$ cat src/rtl/tt_seq_pkg.sv
// Shared types and constants for the truth-table sequencer.
// The sequencer sweeps 3- or 4-input combinational blocks. These constants set
// how many vectors exist and which index ends a sweep.
package tt_seq_pkg;

    localparam int MAX_IN    = 4;
    localparam int MAX_VEC   = 16;
    localparam int VEC3_LAST = 7;
    localparam int VEC4_LAST = 15;

    typedef enum logic [1:0] {
        IDLE,
        DRIVE,
        SAMPLE,
        DONE
    } state_t;

endpackage

$ cat src/rtl/tt_settle_timer.sv
// Settle timer for the truth-table sequencer.
// A load arms the timer for SETTLE cycles. expire is high during the last of
// those cycles, so the owner leaves its wait state on the following edge.
module tt_settle_timer #(
    parameter int SETTLE = 1
) (
    input  logic clk,
    input  logic reset,
    input  logic load,
    output logic expire
);

    logic [3:0] count;
    logic       running;

    // Count down from SETTLE-1 after a load, then stop until the next load
    always_ff @(posedge clk or posedge reset) begin
        if (reset) begin
            count   <= 4'd0;
            running <= 1'b0;
        end else if (load) begin
            count   <= 4'(SETTLE - 1);
            running <= 1'b1;
        end else if (running) begin
            if (count == 4'd0) begin
                running <= 1'b0;
            end else begin
                count <= count - 4'd1;
            end
        end
    end

    assign expire = running && (count == 4'd0);

endmodule

$ cat src/rtl/truth_table_sequencer.sv
// Truth-table sequencer: drives every input vector into a small combinational
// block and captures its Y output. It compares Y against a latched expected
// table and reports the pass flag, the mismatch count, the first failing
// index and the observed table.
// Optional build macro STOP_ON_FAIL_EN: end the sweep at the first mismatch.
module truth_table_sequencer #(
    parameter int SETTLE = 1,
    parameter int MAX_IN = 4
) (
    input  logic                     clk,
    input  logic                     reset,
    input  logic                     start,
    input  logic                     n_sel,
    input  logic [(1<<MAX_IN)-1:0]   expected,
    output logic [MAX_IN-1:0]        dut_in,
    input  logic                     dut_y,
    output logic                     busy,
    output logic                     done,
    output logic                     pass,
    output logic [MAX_IN:0]          fail_count,
    output logic [MAX_IN-1:0]        first_fail_idx,
    output logic [(1<<MAX_IN)-1:0]   observed
);

    import tt_seq_pkg::*;

    localparam int VW = 1 << MAX_IN;

    state_t             state;
    logic [MAX_IN-1:0]  idx;
    logic               n_lat;
    logic [VW-1:0]      exp_lat;
    logic [MAX_IN-1:0]  last_idx;
    logic               mismatch;
    logic               stop_now;
    logic               at_end;
    logic               settle_load;
    logic               settle_expire;

    // Work out the final index, the mismatch and the early stop for this sample.
    // Also decide when the settle timer must be re-armed.
    always_comb begin
        last_idx    = n_lat ? MAX_IN'(VEC4_LAST) : MAX_IN'(VEC3_LAST);
        mismatch    = (dut_y != exp_lat[idx]);
`ifdef STOP_ON_FAIL_EN
        stop_now    = mismatch;
`else
        stop_now    = 1'b0;
`endif
        at_end      = (idx == last_idx) || stop_now;
        settle_load = ((state == IDLE) && start) ||
                      ((state == SAMPLE) && !at_end);
    end

    tt_settle_timer #(
        .SETTLE (SETTLE)
    ) u_settle (
        .clk    (clk),
        .reset  (reset),
        .load   (settle_load),
        .expire (settle_expire)
    );

    // Sweep controller: latch the request, step through the vectors, score
    // each sample, then pulse done and publish pass
    always_ff @(posedge clk or posedge reset) begin
        if (reset) begin
            state          <= IDLE;
            idx            <= '0;
            n_lat          <= 1'b0;
            exp_lat        <= '0;
            dut_in         <= '0;
            busy           <= 1'b0;
            done           <= 1'b0;
            pass           <= 1'b0;
            fail_count     <= '0;
            first_fail_idx <= '0;
            observed       <= '0;
        end else begin
            case (state)
                IDLE: begin
                    done   <= 1'b0;
                    dut_in <= '0;
                    if (start) begin
                        n_lat          <= n_sel;
                        exp_lat        <= expected;
                        observed       <= '0;
                        fail_count     <= '0;
                        first_fail_idx <= '0;
                        pass           <= 1'b0;
                        idx            <= '0;
                        busy           <= 1'b1;
                        state          <= DRIVE;
                    end
                end
                DRIVE: begin
                    if (settle_expire) begin
                        state <= SAMPLE;
                    end
                end
                SAMPLE: begin
                    observed[idx] <= dut_y;
                    if (mismatch) begin
                        fail_count <= fail_count + 1'b1;
                        if (fail_count == '0) begin
                            first_fail_idx <= idx;
                        end
                    end
                    if (at_end) begin
                        busy  <= 1'b0;
                        state <= DONE;
                    end else begin
                        idx    <= idx + 1'b1;
                        dut_in <= idx + 1'b1;
                        state  <= DRIVE;
                    end
                end
                DONE: begin
                    done   <= 1'b1;
                    pass   <= (fail_count == '0);
                    dut_in <= '0;
                    state  <= IDLE;
                end
                default: begin
                    state <= IDLE;
                end
            endcase
        end
    end

endmodule

$ cat config.mk
export PLATFORM = sky130hd
export DESIGN_NAME = truth_table_sequencer
export DESIGN_NICKNAME = d
export VERILOG_FILES = /design/src/rtl/tt_seq_pkg.sv /design/src/rtl/tt_settle_timer.sv /design/src/rtl/truth_table_sequencer.sv
export SDC_FILE = /design/constraint.sdc
export NUM_CORES = 1
export LEC_CHECK = 0
export ABC_CLOCK_PERIOD_IN_PS = 6400
export BUFFER_PORTS_ARGS = -buffer_cell sky130_fd_sc_hd__buf_4
export CAP_MARGIN = 0
export CORE_ASPECT_RATIO = 1.75
export CORE_MARGIN = 10
export CORE_UTILIZATION = 60
export DETAILED_ROUTE_END_ITERATION = 7
export PLACE_DENSITY = 0.93
export SETUP_SLACK_MARGIN = 0.5
export SLEW_MARGIN = 15
export SYNTH_ARGS = -nofsm -noshare
export SYNTH_HDL_FRONTEND = slang
export SYNTH_SLANG_ARGS = --single-unit
$ cat constraint.sdc
create_clock -name clk -period 6.4 [get_ports clk]
set_input_delay 0.32 -clock clk [delete_from_list [all_inputs] [get_ports clk]]
set_output_delay 0.32 -clock clk [all_outputs]
set_load 0.02 [all_outputs]
; ---- Yosys cells after proc, flatten, opt, wreduce, memory -nomap -nowiden
; Index checks and enable logic that the tools add are counted.
; W data, S select, Z words.
[word_totals]
reg_bits = 60
inputBits = 21
wordCells = 88
[op_classes]
addsub = 3
order_cmp = 2
n_eq_ne = 12
mux = 34
reduce_logical = 24
[ops]
columns = operator, count
row1 = $mux W4, 8
row2 = $pmux W16 S2, 1
row3 = $pmux W4 S2, 3
row4 = $bwmux W16, 1
row5 = $mux W16, 1
row6 = $ne A2 B2 Y1 const B, 6
row7 = $reduce_and A2 Y1, 6
row8 = $mux W5, 2
row9 = $pmux W5 S2, 1
row10 = $reduce_and A3 Y1, 3
row11 = $mux W1, 8
row12 = $pmux W2 S4, 1
row13 = $reduce_bool A2 Y1, 4
row14 = $mux W2, 3
row15 = $pmux W1 S2, 3
row16 = $add A5 B1 Y5 const B, 1
row17 = $logic_not A5 Y1, 1
row18 = $lt A4 B5 Y1 const B, 1
row19 = $add A4 B1 Y4 const B, 1
row20 = $bmux W1 S4, 1
row21 = $demux W1 S4, 1
row22 = $eq A2 B2 Y1 const B, 2
row23 = $eq A4 B4 Y1, 1
row24 = $ge A4 B1 Y1 const B, 1
row25 = other kinds (11), 14

; ---- Logic depth before layout (Yosys ltp)
; Gate-level depths: netlist of the first run.
[depth]
word_depth = 7
mapped_depth = 9
depth_no_buf = 8

; ---- By module
; Synthesis of the first run repeated with hierarchy kept, for this count alone.
[hier_totals]
hier_cells = 299
area_unflattened_um2 = 3128.0
[by_module_without_submodules]
columns = module, n_inst, cells_each, area_per_inst_um2
row1 = truth_table_sequencer, 1, 270, 2841.5
row2 = tt_settle_timer, 1, 29, 286.5

; ---- Worst setup path after synthesis of the first run
; Ideal clock, no wire load.
[synth_path]
path_type = register to register
start = register idx[0]
end = register fail_count[4]
arrival_ns = 2.000
slack_ns = 4.280
path_stages_with_launch = 8
synth_period_minus_slack_ns = 2.120
cell_sequence = dfrtp_1 > buf_6 > mux4_2 > a22oi_2 > nand3_2 > a311oi_2 > a31oi_1 > a41o_1
[synth_via]
elab_chain_len = 5
[synth_rtl]
columns = item, line_no
row1 = from (decl), truth_table_sequencer.sv:30  ; logic [MAX_IN-1:0] idx;
row2 = from (signal assigned), truth_table_sequencer.sv:113  ; idx <= idx + 1'b1;
row3 = $bmux W1 S4, truth_table_sequencer.sv:44  ; mismatch = (dut_y != exp_lat[idx]);
row4 = $mux W1 (implied by the code), truth_table_sequencer.sv:44
row5 = $ne A1 B1 Y1, truth_table_sequencer.sv:44
row6 = $ne A2 B2 Y1 (no source line), n/a
row7 = $reduce_and A3 Y1 (no source line), n/a
row8 = to (signal assigned), truth_table_sequencer.sv:104  ; fail_count <= fail_count + 1'b1;
row9 = to (decl), truth_table_sequencer.sv:20  ; output logic [MAX_IN:0] fail_count,
; No other way between the ends. The select of a mux whose other input is x is not followed.
; A chain may end at the register's enable or synchronous reset.

; ---- Worst setup path in the final report of the first run
[layout_path]
start = register state[0]
end = register fail_count[3]
[layout_via]
elab_chain_len = 3
[layout_rtl]
columns = item, line_no
row1 = from (decl), truth_table_sequencer.sv:29  ; state_t state;
row2 = from (signal assigned), truth_table_sequencer.sv:68  ; state <= IDLE;
row3 = from (signal assigned), truth_table_sequencer.sv:93  ; state <= DRIVE;
row4 = from (signal assigned), truth_table_sequencer.sv:98  ; state <= SAMPLE;
row5 = $eq A2 B2 Y1 or $logic_not A2 Y1 (tied branches), truth_table_sequencer.sv:80  ; case (state)
row6 = $ne A2 B2 Y1 (no source line) or $reduce_bool A2 Y1 (tied branches), n/a
row7 = $reduce_and A3 Y1 (no source line), n/a
; Several ways; a longest one is shown, not always the timed one.

==> metrics.txt, run 1 <==
io pins 53; RSZ-0062 raised after global routing false; distinct cell type count of the synthesized netlist 43; CTS buffer count 9; cts hold-fix bufs 0; initial antenna violation count 0; post-route antenna net violation count 0; relative slew slack 0.3008; period utilization 0.5372; number of max-cap violations 0; Post-synth EDFFs 0; Layout area overhead 19.82%; Leak about 0.0017 µW; gr usage total 0.1741; n_diodes 0; clock sink total 60; Post-Syn Nets 317; DR WL met2 3803 µm; number of I/O port buffers 52; final hold violation count 0; root buf cell clkbuf_8; CP required 6.61 ns; Die H 113.4 µm; top_reg_cell synth dfrtp_1; CP Class register to register; Least-Margin Pin Slew 1.046 ns; worst vdd rail ir drop 0.3160 mV; maximum clock path buffer count 2; Warnings, synthesis 0; core area 4892 µm²; CP startpoint kind register; Die ar. 8325 µm²; Syn Inst Count 283; Power Density 409.8 nW/µm²; class of the worst hold path input port to asynchronous set/reset pin; vias 2379; fmax 290.9 MHz; Starting Density 0.6118; first-pass GRT wire length 11480 µm; Setup Viol. Count Final 0; DRC viols 0; DR top layer met4; detailed placement HPWL 5268 µm; sequential area share after synthesis 0.5017; drt total wl 7102 µm; share of layout cells above drive strength 1 0.2929; most common cell after layout, fill and taps aside dfrtp_1; outcome complete, no violations; Period minus WS final 3.438 ns; Final nets 367; grt ovf 0; share of Yosys cell area claimed by the top area cell type 0.5017; synthesized area 2993 µm²; largest net degree at the start of global routing 61; GP Congestion 0.8835; CP Data Arrival Time 3.65 ns; flops & latches, synth 60; vias per inst 6.069; post-CTS setup repair buffer count 0; DR iter-0 viols 203; met1 WL 2685 µm; Worst Skew 0.009905 ns; Row Count 34; Synth async-reset ratio 1.000; clk_lat worst skew 0.35 ns; clock transition at the registers of the reported paths 0.07 ns; First-pass DRT Iterations 5; vias in the first global route 2405; crit end category register; Synth area leaders dfrtp_1, o21ai_0, mux2_2; syn avg cell area 10.58 µm²; Die Wd 73.39 µm; most frequent cells in the layout dfrtp_1, buf_4, o21ai_0; final setup TNS 0 ns; met3 wire length 423 µm; crit-path max FO 26; fin. max-slew vios 0; Pwr Total around 1500 µW; wire length per cell about 18 µm; Yosys top cell by area dfrtp_1; htree depth 3; TritonCTS clock tree done; Post-CTS Resized 0
==> per-stage QoR <==
| step | hold slack (ns) | util | cells | setup WS (ns) | instance area (µm²) |
|---|---|---|---|---|---|
| 6_report | 0.1913 | 0.7330 | 392 | 2.962 | 3586 |
| 5_1_grt | 0.1998 | 0.7330 | 392 | 2.561 | 3586 |
| 3_5_place_dp | 0.4844 | 0.6946 | 376 | 3.051 | 3398 |
| 4_1_cts | 0.1938 | 0.7330 | 392 | 3.003 | 3586 |
| 3_3_place_gp | 0.4714 | 0.6946 | 376 | 3.230 | 3398 |
| 2_1_floorplan | 0.4704 | - | 283 | 4.280 | 2993 |
==> state kept, by name, summed over array words and instances, names as in the netlist <==
name	count
exp_lat	16
state	2
n_lat	1
busy	1
done	1
u_settle.running	1
dut_in	4
pass	1
idx	4
fail_count	5
observed	16
u_settle.count	4
first_fail_idx	4
==> worst max-delay path, stage by stage, from the launching register on <==
cell and delay (ns):
dfrtp_1 0.41, inv_1 0.14, ha_1 0.64, clkinv_1 0.75
o21a_1 0.62, a31oi_1 0.43, nand4_1 0.17, mux2i_1 0.14
==> per-layer routing <==
layer	vias up	global-route usage
li1	1117	-
met1	1166	0.1843
met2	82	0.2948
met3	14	0.05565
met4	0	0.09238
met5	-	0
==> final timing paths <==
| path | startpoint | endpoint | slack (ns) | cells past startpoint |
|---|---|---|---|---|
| min in group clk | expected[10] | exp_lat[10] | 0.20 | 2 |
| setup / recovery | state[0] | fail_count[3] | 2.96 | 7 |
| max in group asynchronous | reset | observed[7] | 5.70 | 3 |
| hold reg to reg | dut_in[1] | dut_in[1] | 0.49 | 2 |
| hold / removal | reset | first_fail_idx[2] | 0.19 | 3 |
| setup reg to reg | state[0] | fail_count[3] | 2.96 | 7 |
==> Yosys cell counts, types with 4 or more instances <==
| library cell | count |
|---|---|
| nor2_1 | 14 |
| nand3_1 | 4 |
| ha_1 | 13 |
| clkbuf_1 | 13 |
| inv_1 | 11 |
| mux2_2 | 19 |
| o211ai_1 | 5 |
| nor2b_1 | 5 |
| xnor2_1 | 4 |
| o21ai_0 | 49 |
| nand2_1 | 20 |
| a21oi_1 | 22 |
| dfrtp_1 | 60 |
==> area by class of cell <==
cell class	instances	area (µm²)
repair buffers	53	397.9
well taps	54	67.56
inverters	12	45.04
clock inverters	5	36.28
multi-input cells	197	1386
flip-flops and latches	60	1501
clock buffers	11	151.4
fillers	343	1306
==> cell families after synthesis <==
| logic type | count (synthesis) | share of synthesized area |
|---|---|---|
| AOI/OAI and AO/OA | 97 | 0.1906 |
| DFF | 60 | 0.5017 |
| and+or+nand+nor | 55 | 0.08696 |
| buffers and inverters | 26 | 0.03512 |
| muxes | 25 | 0.1108 |
| adders and majority gates | 13 | 0.05435 |
| xor gates and xnor gates | 7 | 0.02049 |
==> power by group <==
group | switching [µW] | leakage, µW | total (µW) | internal [µW]
sequential | 75.9 | 0.000784 | 554 | 478
combinational | 354 | 0.000794 | 603 | 249
clock | 152 | 0.0000876 | 313 | 161
Note: power is estimated with default switching activity, not from simulation.
==> run 2: changes to the inputs <==
--- a/config.mk
+++ b/config.mk
@@ -5,14 +5,14 @@
 export SDC_FILE = /design/constraint.sdc
 export NUM_CORES = 1
 export LEC_CHECK = 0
-export ABC_CLOCK_PERIOD_IN_PS = 6400
+export ABC_CLOCK_PERIOD_IN_PS = 3150
 export BUFFER_PORTS_ARGS = -buffer_cell sky130_fd_sc_hd__buf_4
 export CAP_MARGIN = 0
 export CORE_ASPECT_RATIO = 1.75
 export CORE_MARGIN = 10
-export CORE_UTILIZATION = 60
+export CORE_UTILIZATION = 50
 export DETAILED_ROUTE_END_ITERATION = 7
-export PLACE_DENSITY = 0.93
+export PLACE_DENSITY = 0.83
 export SETUP_SLACK_MARGIN = 0.5
 export SLEW_MARGIN = 15
 export SYNTH_ARGS = -nofsm -noshare
==> constraint.sdc (replaced) <==
create_clock -name clk -period 3.15 [get_ports clk]
set_input_delay 0.1575 -clock clk [delete_from_list [all_inputs] [get_ports clk]]
set_output_delay 0.1575 -clock clk [all_outputs]
set_load 0.02 [all_outputs]
==> run 2 against run 1 <==
  * Fmax rose by 44%
  * Critical path depth shrank 1
  * Clock skew rose by 0.0019 ns
  * Highest routed layer unchanged
==> metrics.txt, run 2 (same netlist as run 1, synthesis figures left out) <==
root buf cell clkbuf_8; CP startpoint kind register; multi-input logic area 1386 µm²; Regs by FF count exp_lat (16), observed (16), fail_count (5); Layout area overhead 23.12%; CP required 3.39 ns; DR iter-0 viols 182; clock sink total 60; worst vdd rail ir drop around 0.55 mV; period utilization 0.7561; initial antenna violation count 0; fmax ~420 MHz; register area 1501 µm²; number of max-cap violations 0; Row Count 37; Final nets 372; worst reg-to-reg setup slack 0.77 ns; post-route insts no fill 421; clk_lat worst skew 0.36 ns; Leak 0.001713 µW; n_diodes 0; detailed placement HPWL between 5000 and 6000 µm; DRC viols 0; relative slew slack 0.5488; GP Congestion 0.8923; RR Endpoint fail_count[4]; Starting Density 0.5131; drt total wl 7315 µm; crit-path max FO 11; io pins 53; Die H around 120 µm; post-CTS setup repair buffer count 0; Util after Layout 0.6317; vias per inst 5.672; critical hold path startpoint expected[13]; cts hold-fix bufs 1; gr usage total 0.1608; clock transition at the registers of the reported paths 0.06 ns; vias roughly 2400; most frequent cells in the layout dfrtp_1, buf_4, o21ai_0; largest net degree at the start of global routing 34; Hold Path Stages 2; CP Data Arrival Time 2.62 ns; hold slack 0.03681 ns; first-pass GRT wire length about 12000 µm; Die Wd 78.49 µm; share of layout cells above drive strength 1 0.2974; maximum clock path buffer count 2; final setup TNS 0 ns; Post-CTS Resized 0; Placed Cells 404; Least-Margin Pin Slew a little under 0.7 ns; outcome complete, no violations; RSZ-0062 raised after global routing false; reg2reg path depth 6; htree depth 3; CP Class register to register; number of I/O port buffers 52; fin. max-slew vios 0; Fillers 508; class of the worst hold path input port to register; wire length per cell roughly 17 µm; most common cell after layout, fill and taps aside dfrtp_1; final hold violation count 0; core area 5833 µm²; Period minus WS final 2.382 ns; vias in the first global route 2541; Power Density 849.1 nW/µm²; post-route antenna net violation count 0; First-pass DRT Iterations 4; Reg2Reg Launch Point idx[0]; TritonCTS clock tree done; Setup Viol. Count Final 0; Die ar. between 9000 and 10000 µm²; CTS buffer count 9; Worst Hold End exp_lat[13]; grt ovf 0; crit end category register; Worst Skew 0.01182 ns; Pwr Total approximately 3100 µW
[run 2: metrics by stage]
stage / instance area, µm² / worst slack, ns
3_3_place_gp: 3458 / 0.8829
4_1_cts: 3685 / 0.7671
3_5_place_dp: 3458 / 0.7710
5_1_grt: 3685 / 0.6290
6_report: 3685 / 0.7683
2_1_floorplan: 2993 / 1.030
[run 2: how the worst max path moves through the flow]
stage | startpoint | end | cells after the start
5_1_grt | idx[0] | idx[3] | 7
2_1_floorplan | idx[0] | fail_count[4] | 7
3_5_place_dp | idx[0] | fail_count[4] | 6
3_3_place_gp | idx[0] | fail_count[4] | 6
4_1_cts | idx[0] | fail_count[4] | 6
6_report | idx[0] | fail_count[4] | 6
[run 2: routing by layer]
layer | wire (µm) | track usage
met1 | 2666 | 0.1663
met2 | 3997 | 0.2732
met3 | 384 | 0.04832
met4 | 265 | 0.1092
met5 | 0 | 0
[run 2: layout make-up]
class,count,area share
clock buffers,11,0.03837
clock inverters,5,0.02037
inverters,12,0.01222
multi-input cells,197,0.3762
flip-flops and latches,60,0.4075
well taps,78,0.02649
repair buffers,58,0.1188
[run 2: power by group]
| part | leakage [µW] | switching (µW) | internal, µW |
|---|---|---|---|
| Combinational | 0.000817 | 697 | 528 |
| Sequential | 0.000784 | 168 | 972 |
| Clock | 0.000113 | 302 | 463 |
| Total | 0.00171 | 1170 | 1960 |
[run 2: critical path, stage by stage (launching register included)]
cell and delay [ns]:
dfrtp_1 0.59, mux4_2 0.57, a22oi_2 0.25, nand3_2 0.14, a311oi_2 0.39, a31oi_1 0.14
a41o_1 0.21
==> run 3: changes to the inputs <==
--- a/config.mk
+++ b/config.mk
@@ -5,14 +5,14 @@
 export SDC_FILE = /design/constraint.sdc
 export NUM_CORES = 1
 export LEC_CHECK = 0
-export ABC_CLOCK_PERIOD_IN_PS = 3150
+export ABC_CLOCK_PERIOD_IN_PS = 2300
 export BUFFER_PORTS_ARGS = -buffer_cell sky130_fd_sc_hd__buf_4
 export CAP_MARGIN = 0
 export CORE_ASPECT_RATIO = 1.75
 export CORE_MARGIN = 10
-export CORE_UTILIZATION = 50
+export CORE_UTILIZATION = 56
 export DETAILED_ROUTE_END_ITERATION = 7
-export PLACE_DENSITY = 0.83
+export PLACE_DENSITY = 0.88
 export SETUP_SLACK_MARGIN = 0.5
 export SLEW_MARGIN = 15
 export SYNTH_ARGS = -nofsm -noshare
==> constraint.sdc (replaced) <==
create_clock -name clk -period 2.3 [get_ports clk]
set_input_delay 0.115 -clock clk [delete_from_list [all_inputs] [get_ports clk]]
set_output_delay 0.115 -clock clk [all_outputs]
set_load 0.02 [all_outputs]
==> run 3 against run 2 <==
  * Final cell count increased by 0.24%
  * Non-clock buffer count up 25
  * Clock skew down 0.0026 ns
  * Setup slack got worse by 0.67 ns
  * Critical path depth is 2 higher
  * Critical endpoint is now first_fail_idx[1]
  * Largest power group unchanged
==> metrics.txt, run 3 (same netlist as run 1, synthesis figures left out) <==
placed instance area around 3500 µm²; Setup Viol. Count Final 0; CP required about 2.5 ns; Least-Margin Pin Slew ~0.64 ns; met2 usage 0.3195; Period minus WS final around 2.2 ns; Slowest-stage cell, CP mux4_2; share of layout cells above drive strength 1 0.3733; Layout area overhead 30.98%; CP startpoint idx[0]; Die H 116.7 µm; most frequent cells in the layout buf_4, dfrtp_1, o21ai_0; gr usage total 0.1847; post-route cell area around 3900 µm²; fmax 455.2 MHz; critical path, cell by cell mux4_2 -> a22oi_2 -> nand3_2 -> buf_4 -> buf_6 -> a31o_4 -> o211ai_1 -> o31ai_2; First-pass DRT Iterations 6; grt ovf 0; CP startpoint kind register; class of the worst hold path input port to register; io pins 53; fin. max-slew vios 0; Worst Skew slightly above 0.009 ns; DRC viols 0; crit-path max cell delay 0.53 ns; M3 GR Usage 0.03827; clk_lat worst skew 0.34 ns; CP Class register to register; TritonCTS clock tree done; Pwr Total between 4000 and 5000 µW; Row Count 35; Leak 0.001813 µW; core area 5211 µm²; RSZ-0062 raised after global routing true; Power Density 1148 nW/µm²; Most Used Layer, Global Route met2; vias per inst 6.019; post-route insts no fill 422; Final nets 397; htree depth 3; GP Congestion 0.8448; Reg2Reg Launch Point idx[0]; CP Data Arrival Time approximately 2.4 ns; worst vdd rail ir drop 0.8607 mV; delay-heaviest family, CP compound AO/OA/AOI/OAI gates; clock sink total 60; Placed Cells roughly 400; Starting Density 0.5743; CTS buffer count 9; drt total wl 7891 µm; critical hold path startpoint expected[13]; Regs by FF count exp_lat (16), observed (16), fail_count (5); crit end category register; initial antenna violation count 0; clock transition at the registers of the reported paths around 0.070 ns; DR iter-0 viols 213; crit-path max FO 8; maximum clock path buffer count 2; number of max-cap violations 0; detailed placement HPWL 5371 µm; M1 GR Usage 0.1875; Die Wd 75.26 µm; root buf cell clkbuf_8; vias 2540; post-route antenna net violation count 0; relative slew slack 0.5708; Crit path buffers/inverters 2; wire length per cell 18.70 µm; most common cell after layout, fill and taps aside buf_4; Die ar. 8784 µm²; outcome complete, no violations; final hold violation count 0; vias in the first global route roughly 2500; largest net degree at the start of global routing 31; first-pass GRT wire length roughly 12000 µm; final setup TNS 0 ns; number of I/O port buffers 52; period utilization 0.9552; n_diodes 0
run 3: cell types whose count changed in the layout (fill, tap and decap cells not counted), moves of 3 or more:
cell,delta
dlygate4sd3_1,+7
o21ai_1,+8
nor2_1,-3
buf_4,+14
o21ai_0,-8
run 3: power breakdown:
group / internal, µW / switching (µW)
Clock: 440 / 383
Sequential: 1330 / 228
Combinational: 993 / 1120
Total: 2770 / 1740
run 3: layout make-up:
cell class	count	area, µm²
flip-flops and latches	60	1504
clock inverters	2	10.01
fillers	333	1291
inverters	12	45.04
multi-input cells	197	1468
clock buffers	13	158.9
repair buffers	83	665.6
well taps	55	68.82
run 3: final timing paths:
| path | endpoint | depth (start not counted) | slack, ns |
|---|---|---|---|
| hold reg to reg | dut_in[0] | 2 | 0.51 |
| setup reg to reg | first_fail_idx[1] | 8 | 0.10 |
| min in group asynchronous | fail_count[0] | 3 | 0.42 |
| setup / recovery | first_fail_idx[1] | 8 | 0.10 |
| max in group asynchronous | dut_in[2] | 4 | 1.19 |
| hold / removal | exp_lat[13] | 2 | 0.01 |
run 3: through the flow:
stage,util,worst slack (ns),hold WS (ns)
2_1_floorplan,-,0.2315,0.2656
3_3_place_gp,0.6754,0.2011,0.2394
3_5_place_dp,0.6754,0.09118,0.2483
4_1_cts,0.7335,0.1931,0.002040
5_1_grt,0.7522,0.01270,0.005949
6_report,0.7522,0.1031,0.01470
run 3: worst reg2reg max path, stage by stage, from the launching register on:
cell and delay, ns:
dfrtp_2 0.44, mux4_2 0.53, a22oi_2 0.22, nand3_2 0.11, buf_4 0.16, buf_6 0.11, a31o_4 0.27, o211ai_1 0.13
o31ai_2 0.10
run 3: timing repair:
| item | in CTS | in global routing |
|---|---|---|
| cloned | 0 | 0 |
| hold endpoints to repair | 35 | 0 |
| hold buffers | 8 | 0 |
| setup buffers | 3 | 2 |
| pin swaps | 5 | 6 |
| setup endpoints to repair | 14 | 47 |
| resized for setup | 8 | 26 |
run 3: metal layers:
metal  share of wire  wire, µm  vias to the layer above
met1            0.35      2793                     1240
met5               0         0                        -
met2            0.54      4242                       95
met4           0.046       363                        0
li1                -         -                     1174
met3           0.062       491                       31
